==> src/rtl/ext_int_pkg.sv <==
// Shared types for the external interrupt controller:
// sense encodings, channel state and the priority encoder.
package ext_int_pkg;

   localparam logic [1:0] SENSE_RISE  = 2'b00;
   localparam logic [1:0] SENSE_FALL  = 2'b01;
   localparam logic [1:0] SENSE_CHG   = 2'b10;
   localparam logic [1:0] SENSE_LOW   = 2'b11;

   typedef enum logic {
      CH_IDLE,
      CH_LOCKOUT
   } ch_state_t;

   // Lowest set bit index of v, 0 when v is all zeros.
   function automatic logic [4:0] lowest_idx(input logic [31:0] v);
      logic [4:0] idx;
      idx = '0;
      for (int i = 31; i >= 0; i--) begin
         if (v[i]) idx = 5'(i);
      end
      return idx;
   endfunction

endpackage

==> src/rtl/ext_int_controller_if.sv <==
// Interrupt-side bus of the controller: pending flags,
// irq request/id, acknowledge and write-1-to-clear.
interface ext_int_controller_if #(
   parameter int NUM_CH = 4,
   parameter int IDW    = (NUM_CH > 1) ? $clog2(NUM_CH) : 1
);
   logic [NUM_CH-1:0] pending;
   logic [NUM_CH-1:0] pending_clr;
   logic              irq_valid;
   logic [IDW-1:0]    irq_id;
   logic              irq_ack;

   modport master (
      output pending, irq_valid, irq_id,
      input  pending_clr, irq_ack
   );

   modport slave (
      input  pending, irq_valid, irq_id,
      output pending_clr, irq_ack
   );
endinterface

==> src/rtl/ext_int_channel.sv <==
// One interrupt channel: pin synchronizer, edge/level
// detect and a debounce lockout FSM with its counter.
module ext_int_channel
   import ext_int_pkg::*;
#(
   parameter logic IDLE_LVL   = 1'b1,
   parameter int   DEBOUNCE_W = 16,
   parameter int   SYNC_STAGES = 2
) (
   input  logic                  clk,
   input  logic                  rst_n,
   input  logic                  i_pin,
   input  logic                  i_enable,
   input  logic [1:0]            i_sense,
   input  logic                  i_deb_en,
   input  logic [DEBOUNCE_W-1:0] i_deb_limit,
   output logic                  o_evt
);

   logic [SYNC_STAGES-1:0] r_sync;
   logic                   r_prev;
   ch_state_t              r_state;
   logic [DEBOUNCE_W-1:0]  r_cnt;

   ch_state_t             w_state_nxt;
   logic [DEBOUNCE_W-1:0] w_cnt_nxt;
   logic [DEBOUNCE_W-1:0] w_lim_m1;
   logic                  w_sync;
   logic                  w_edge;
   logic                  w_level;
   logic                  w_lock_ok;

   assign w_sync    = r_sync[SYNC_STAGES-1];
   assign w_lim_m1  = i_deb_limit - DEBOUNCE_W'(1);
   assign w_lock_ok = i_deb_en && (i_deb_limit != '0);
   assign w_level   = (i_sense == SENSE_LOW) && !w_sync;

   // Select the edge event for the configured sense mode.
   always_comb begin
      w_edge = 1'b0;
      unique case (i_sense)
         SENSE_RISE: w_edge = !r_prev && w_sync;
         SENSE_FALL: w_edge = r_prev && !w_sync;
         SENSE_CHG:  w_edge = r_prev ^ w_sync;
         SENSE_LOW:  w_edge = 1'b0;
      endcase
   end

   // Next-state, counter and event output of the lockout FSM.
   always_comb begin
      w_state_nxt = r_state;
      w_cnt_nxt   = r_cnt;
      o_evt       = 1'b0;
      if (!i_enable) begin
         w_state_nxt = CH_IDLE;
         w_cnt_nxt   = '0;
      end else begin
         unique case (r_state)
            CH_IDLE: begin
               o_evt = w_edge || w_level;
               if (w_edge && w_lock_ok) begin
                  w_state_nxt = CH_LOCKOUT;
                  w_cnt_nxt   = '0;
               end
            end
            CH_LOCKOUT: begin
               o_evt     = w_level;
               w_cnt_nxt = r_cnt + DEBOUNCE_W'(1);
               if (i_deb_limit == '0 || r_cnt == w_lim_m1) begin
                  w_state_nxt = CH_IDLE;
                  w_cnt_nxt   = '0;
               end
            end
         endcase
      end
   end

   // Synchronizer, previous level and FSM registers; prev
   // follows sync so lockout exit and re-enable see no stale edge.
   always_ff @(posedge clk) begin
      if (!rst_n) begin
         r_sync  <= {SYNC_STAGES{IDLE_LVL}};
         r_prev  <= IDLE_LVL;
         r_state <= CH_IDLE;
         r_cnt   <= '0;
      end else begin
         r_sync  <= {r_sync[SYNC_STAGES-2:0], i_pin};
         r_prev  <= w_sync;
         r_state <= w_state_nxt;
         r_cnt   <= w_cnt_nxt;
      end
   end

endmodule

==> src/rtl/ext_int_controller.sv <==
// External interrupt controller top: per-channel detectors,
// sticky pending flags with clear/ack and a priority encoder.
module ext_int_controller
   import ext_int_pkg::*;
#(
   parameter int                NUM_CH         = 4,
   parameter logic [NUM_CH-1:0] PIN_IDLE_STATE = '1,
   parameter int                DEBOUNCE_W     = 16,
   parameter int                SYNC_STAGES    = 2
) (
   input  logic                  clk,
   input  logic                  rst_n,
   input  logic [NUM_CH-1:0]     int_pin,
   input  logic [NUM_CH-1:0]     enable,
   input  logic [2*NUM_CH-1:0]   sense_ctrl,
   input  logic [NUM_CH-1:0]     debounce_en,
   input  logic [DEBOUNCE_W-1:0] debounce_limit,
   ext_int_controller_if.master  irq
);

   localparam int IDW = (NUM_CH > 1) ? $clog2(NUM_CH) : 1;

   logic [NUM_CH-1:0] r_pending;
   logic [NUM_CH-1:0] w_evt;
   logic [NUM_CH-1:0] w_ack_oh;
   logic [31:0]       w_pend32;
   logic [4:0]        w_idx;

   for (genvar g = 0; g < NUM_CH; g++) begin : g_ch
      ext_int_channel #(
         .IDLE_LVL    (PIN_IDLE_STATE[g]),
         .DEBOUNCE_W  (DEBOUNCE_W),
         .SYNC_STAGES (SYNC_STAGES)
      ) u_ch (
         .clk         (clk),
         .rst_n       (rst_n),
         .i_pin       (int_pin[g]),
         .i_enable    (enable[g]),
         .i_sense     (sense_ctrl[2*g+1:2*g]),
         .i_deb_en    (debounce_en[g]),
         .i_deb_limit (debounce_limit),
         .o_evt       (w_evt[g])
      );
   end

   // Lowest-index priority over the pending flags.
   always_comb begin
      w_pend32               = '0;
      w_pend32[NUM_CH-1:0]   = r_pending;
      w_idx                  = lowest_idx(w_pend32);
   end

   assign irq.pending   = r_pending;
   assign irq.irq_valid = |r_pending;
   assign irq.irq_id    = w_idx[IDW-1:0];

   // One-hot clear from an acknowledge of the granted channel.
   always_comb begin
      w_ack_oh = '0;
      if (irq.irq_ack && irq.irq_valid) begin
         w_ack_oh[irq.irq_id] = 1'b1;
      end
   end

   // Sticky pending: a new event beats a same-cycle clear,
   // disabled channels are held at zero.
   always_ff @(posedge clk) begin
      if (!rst_n) begin
         r_pending <= '0;
      end else begin
         r_pending <= ((r_pending & ~(irq.pending_clr | w_ack_oh))
                       | w_evt) & enable;
      end
   end

endmodule

==> src/flat_wrapper.sv <==
// flat-port wrapper written by rule: the top's interface ports become plain ports
module ext_int_controller_flat import ext_int_pkg::*;
#(
   parameter int                NUM_CH         = 4,
   parameter logic [NUM_CH-1:0] PIN_IDLE_STATE = '1,
   parameter int                DEBOUNCE_W     = 16,
   parameter int                SYNC_STAGES    = 2
)
  (clk, rst_n, int_pin, enable, sense_ctrl, debounce_en, debounce_limit, irq_pending, irq_irq_valid, irq_irq_id, irq_pending_clr, irq_irq_ack);
  ext_int_controller_if #(.NUM_CH(NUM_CH)) irq_i ();
  input  logic clk;
  input  logic rst_n;
  input  logic [NUM_CH-1:0] int_pin;
  input  logic [NUM_CH-1:0] enable;
  input  logic [2*NUM_CH-1:0] sense_ctrl;
  input  logic [NUM_CH-1:0] debounce_en;
  input  logic [DEBOUNCE_W-1:0] debounce_limit;
  output wire logic [$bits(irq_i.pending)-1:0] irq_pending;
  output wire logic [$bits(irq_i.irq_valid)-1:0] irq_irq_valid;
  output wire logic [$bits(irq_i.irq_id)-1:0] irq_irq_id;
  input wire logic [$bits(irq_i.pending_clr)-1:0] irq_pending_clr;
  input wire logic [$bits(irq_i.irq_ack)-1:0] irq_irq_ack;
  assign irq_pending = irq_i.pending;
  assign irq_irq_valid = irq_i.irq_valid;
  assign irq_irq_id = irq_i.irq_id;
  assign irq_i.pending_clr = irq_pending_clr;
  assign irq_i.irq_ack = irq_irq_ack;
  ext_int_controller #(.NUM_CH(NUM_CH), .PIN_IDLE_STATE(PIN_IDLE_STATE), .DEBOUNCE_W(DEBOUNCE_W), .SYNC_STAGES(SYNC_STAGES)) u_core (.clk(clk), .rst_n(rst_n), .int_pin(int_pin), .enable(enable), .sense_ctrl(sense_ctrl), .debounce_en(debounce_en), .debounce_limit(debounce_limit), .irq(irq_i));
endmodule
==> config.mk <==
export PLATFORM = sky130hd
export DESIGN_NAME = ext_int_controller_flat
export DESIGN_NICKNAME = d
export VERILOG_FILES = /design/src/rtl/ext_int_pkg.sv /design/src/rtl/ext_int_controller_if.sv /design/src/rtl/ext_int_channel.sv /design/src/rtl/ext_int_controller.sv /design/src/flat_wrapper.sv
export SDC_FILE = /design/constraint.sdc
export NUM_CORES = 1
export LEC_CHECK = 0
export BUFFER_PORTS_ARGS = -buffer_cell sky130_fd_sc_hd__buf_4
export CORE_MARGIN = 5
export CORE_UTILIZATION = 30
export DETAILED_ROUTE_END_ITERATION = 16
export GPL_TIMING_DRIVEN = 0
export PLACE_DENSITY = 0.58
export SYNTH_ARGS = -nofsm -noshare
export SYNTH_HDL_FRONTEND = slang
export SYNTH_SLANG_ARGS = --single-unit
==> constraint.sdc <==
create_clock -name clk -period 4.7 [get_ports clk]
set_clock_uncertainty 0.2 [all_clocks]
set_input_delay 1.41 -clock clk [delete_from_list [all_inputs] [get_ports clk]]
set_output_delay 1.41 -clock clk [all_outputs]
set_load 0.02 [all_outputs]
==> metrics.md <==
| Metric | Value |
|---|---|
| Number of synthesized flops with an enable pin | 0 |
| Total wire length | around 19,000 µm |
| Final ANT Viol Nets | 0 |
| Setup TNS | 0 ns |
| DP HPWL | 14,030 µm |
| Final standard cell count with taps included and fillers excluded | 1,124 |
| Clock insertion delay at the later pin of the skew report | 0.35 ns |
| Number of max-slew violations in the final report | 0 |
| Layout Area Growth over Synthesis | 20.74% |
| Total of flip-flops plus latches after synthesis | 84 |
| Worst EP arrival | 4.66 ns |
| Minimum setup slack after placement | -0.6833 ns |
| Pwr/cell area | 235.2 mW/mm² |
| Site row count | 52 |
| Vias/cell | 5.368 |
| Count of final setup violators | 0 |
| Number of primary I/O pins | 50 |
| Post-route minimum period | about 4.6 ns |
| # nets final | 906 |
| Number of cells in the design after placement | approximately 1,100 |
| Synth Cell Area | just over 0.006 mm² |
| Routed length per placed instance | roughly 16 µm |
| Part of the cycle the worst path needs | 98.48% |
| Max stage delay cell, worst path | sky130_fd_sc_hd__or4b_4 |
| Post-layout worst setup margin | 0.07128 ns |
| Number of clock buffers inserted by TritonCTS | 9 |
| Stage delay of the slowest cell on the critical path | 0.53 ns |
| Highest clock rate | 216.0 MHz |
| Number of search-and-repair iterations in the first detailed-routing pass | 5 |
| Die ar. | 0.02309 mm² |
| Share of synthesized area occupied by flip-flops and latches | 27.81% |
| Clock transition at the registers of the reported paths | roughly 0.07 ns |
| Worst setup SP type | input pin |
| Cell chain of the critical path | buf_4, inv_4, ha_4, or4b_4, nor4_4, xnor2_2, a221o_1, or4_4, a2111o_1, buf_6, a32oi_2, nor2_1 |
| Hold Buf Count CTS | 0 |
| Max-Cap Viols | 0 |
| Filler instances | about 2,200 |
| Ranking of synthesized cells by area | sky130_fd_sc_hd__dfxtp_1 28%, sky130_fd_sc_hd__nand2_1 5.2%, sky130_fd_sc_hd__xnor2_1 5.1%, sky130_fd_sc_hd__nand3_1 4.4%, sky130_fd_sc_hd__nor2_1 4.0% |
| Vias in the first global route | between 5,000 and 6,000 |
| Final Util | a little over a third |
| Data required time of the worst path | 4.73 ns |
| Number of port buffers | 41 |
| Via count | 6,034 |
| Total number of yosys warnings | 0 |
| Multi-input gate area | 0.004200 mm² |
| Horizontal extent of the die | 152.0 µm |
| Register area | 0.001682 mm² |
| Slew at the pin closest to its max-slew limit | 0.7780 ns |
| Share of the synthesized area in the top cell type | between 20% and 30% |
| Leakage component of the power | 0.002775 µW |
| Normalized max-slew margin | 47.73% |
| Run status | complete, no violations |
| Combined global-route utilization of all metal layers | 15.47% |
| Critical Path End Type | flip-flop |
| Mean Syn Cell Area | 7.721 µm² |
| Clock tree from TritonCTS | done |
| Standard cell core area | 0.02004 mm² |
| Vertical die dimension | around 150 µm |
| Number of diodes added for antenna fixing | 0 |
| Count of distinct cell types in the synthesized netlist | between 60 and 70 |
| DR DRC count | 0 |
| Fraction of layout cells with a size suffix above 1 | 13.47% |
| Maximum number of pins on one net before global-route repair | 16 |
| Cell taking the most area after synthesis | sky130_fd_sc_hd__dfxtp_1 |
| Type of the worst setup path | input pin to flip-flop |
| Async S/R FF share, synth | 0% |
| Initial Util | a little under a third |
| Number of antenna violations at the first check in global routing | 0 |
| Count of final hold-check violations | 0 |
| Number of instances in the synthesized netlist | 783 |
| CTS sink cnt | 84 |
| First-pass GRT wire length | 29,340 µm |
| Worst min-delay path category | flip-flop to flip-flop |
| Maximum clock insertion buffer count | 2 |
| Routability-driven placement congestion ratio | 0.9516 |
| Total gr overflow | 0 |
| Top_reg_cell synth | sky130_fd_sc_hd__dfxtp_1 |
| Top library cells by usage in the layout, fill and taps aside | 84 x sky130_fd_sc_hd__nand2_1, 84 x sky130_fd_sc_hd__dfxtp_1, 65 x sky130_fd_sc_hd__nor2_1, 55 x sky130_fd_sc_hd__buf_4, 53 x sky130_fd_sc_hd__nand3_1 |
| Total power consumption of the routed design | 1717 µW |
| Number of violations reported at the end of detailed-routing iteration 0 | 431 |
| Worst ir drop on vdd | ~170 µV |
| Buffer cell driving the clock tree root | sky130_fd_sc_hd__clkbuf_16 |
| Critical path fanouts, max | 8 |
| Number of nets in the synthesized netlist | 840 |
| H-Tree Level Count | 3 |
[cells by family after synthesis]
kind of cell    Yosys count  synth area share, %
buf+inv                  80                5.091
flops                    84                27.81
simple gates            358                30.94
xor+xnor                 73                13.10
mux                      10                1.759
compound gates          163                18.23
fa+ha+maj                15                3.063
[report_power, final]
part / switching [µW] / total (µW) / internal (µW)
registers: 5.02 / 723 / 718
clock network: 327 / 763 / 436
logic: 137 / 231 / 93.8
[per-layer routing]
metal  vias to the layer above  part of all wire [%]  wire, µm  track usage, %
met1                      2820                    46      8588           21.07
met5                         -                     0         0               0
met4                         0                   3.4       633           6.207
met2                       200                    44      8207           24.09
met3                        46                   5.8      1081           3.043
li1                       2968                     -         -               -
[cells in the mapped netlist, types with 6 or more instances]
library cell,instances
sky130_fd_sc_hd__a21oi_1,29
sky130_fd_sc_hd__nor3b_1,6
sky130_fd_sc_hd__o211ai_1,10
sky130_fd_sc_hd__nor2_1,65
sky130_fd_sc_hd__o21ai_1,10
sky130_fd_sc_hd__o21ai_0,29
sky130_fd_sc_hd__a31oi_1,23
sky130_fd_sc_hd__and2_1,6
sky130_fd_sc_hd__ha_1,14
sky130_fd_sc_hd__nand4_1,13
sky130_fd_sc_hd__nand2b_1,19
sky130_fd_sc_hd__and3_1,28
sky130_fd_sc_hd__nand3_1,53
sky130_fd_sc_hd__nor4_1,16
sky130_fd_sc_hd__nor2b_1,14
sky130_fd_sc_hd__dfxtp_1,84
sky130_fd_sc_hd__xor2_1,27
sky130_fd_sc_hd__nand2_1,84
sky130_fd_sc_hd__nor3_1,19
sky130_fd_sc_hd__or4_1,6
sky130_fd_sc_hd__clkbuf_1,37
sky130_fd_sc_hd__xnor3_1,10
sky130_fd_sc_hd__nand3b_1,6
sky130_fd_sc_hd__xnor2_1,35
sky130_fd_sc_hd__o2111ai_1,9
sky130_fd_sc_hd__inv_1,35
[state kept, by name, indices dropped and copies added (netlist names)]
register and count:
u_core.irq.pending 4, u_core.g_ch.u_ch.r_cnt 64, u_core.g_ch.u_ch.r_state 4, u_core.g_ch.u_ch.r_prev 4, u_core.g_ch.u_ch.r_sync 8
[stage by stage]
step                cell area, µm²  hold WS [ns]
floorplan                     6118        0.1863
global placement              6764        0.1905
detailed placement            6764        0.1960
CTS                           7117        0.2130
global route                  7300        0.2223
finish                        7300        0.2084
[final timing paths]
| path | startpoint | to | slack, ns | cells past startpoint |
|---|---|---|---|---|
| max reg2reg | u_core.g_ch[0].u_ch.r_cnt[7] | u_core.g_ch[0].u_ch.r_cnt[1] | 1.75 | 9 |
| min | u_core.g_ch[2].u_ch.r_sync[0] | u_core.g_ch[2].u_ch.r_sync[1] | 0.21 | 1 |
| min reg2reg | u_core.g_ch[2].u_ch.r_sync[0] | u_core.g_ch[2].u_ch.r_sync[1] | 0.21 | 1 |
| max | debounce_limit[1] | u_core.g_ch[0].u_ch.r_cnt[1] | 0.07 | 12 |
[cell type report]
type                       instances  share of cell area (%)
inverter                          35                   1.937
timing repair buffer              56                   5.725
clock inverter                     5                  0.9256
multi-input combinational        619                   57.54
sequential                        84                   23.04
buffer                            44                   2.880
clock buffer                      11                   3.325
tap                              270                   4.628
[worst max-delay path: cells and delay by family]
kind	cells	cell delay, ns
AO/OA/AOI/OAI	3	1.05
XOR/XNOR	1	0.17
adder cells (fa/ha/maj)	1	0.14
AND/OR/NAND/NOR	4	1.50
buffers and inverters	3	0.38
[timing repair]
item / CTS / global route
gates resized for setup: 7 / 23
pin swaps: 1 / 11
setup buffers: 0 / 13
cloned: 0 / 2
endpoints found under the setup margin: 45 / 56
Power figures use the tool's default switching activity.
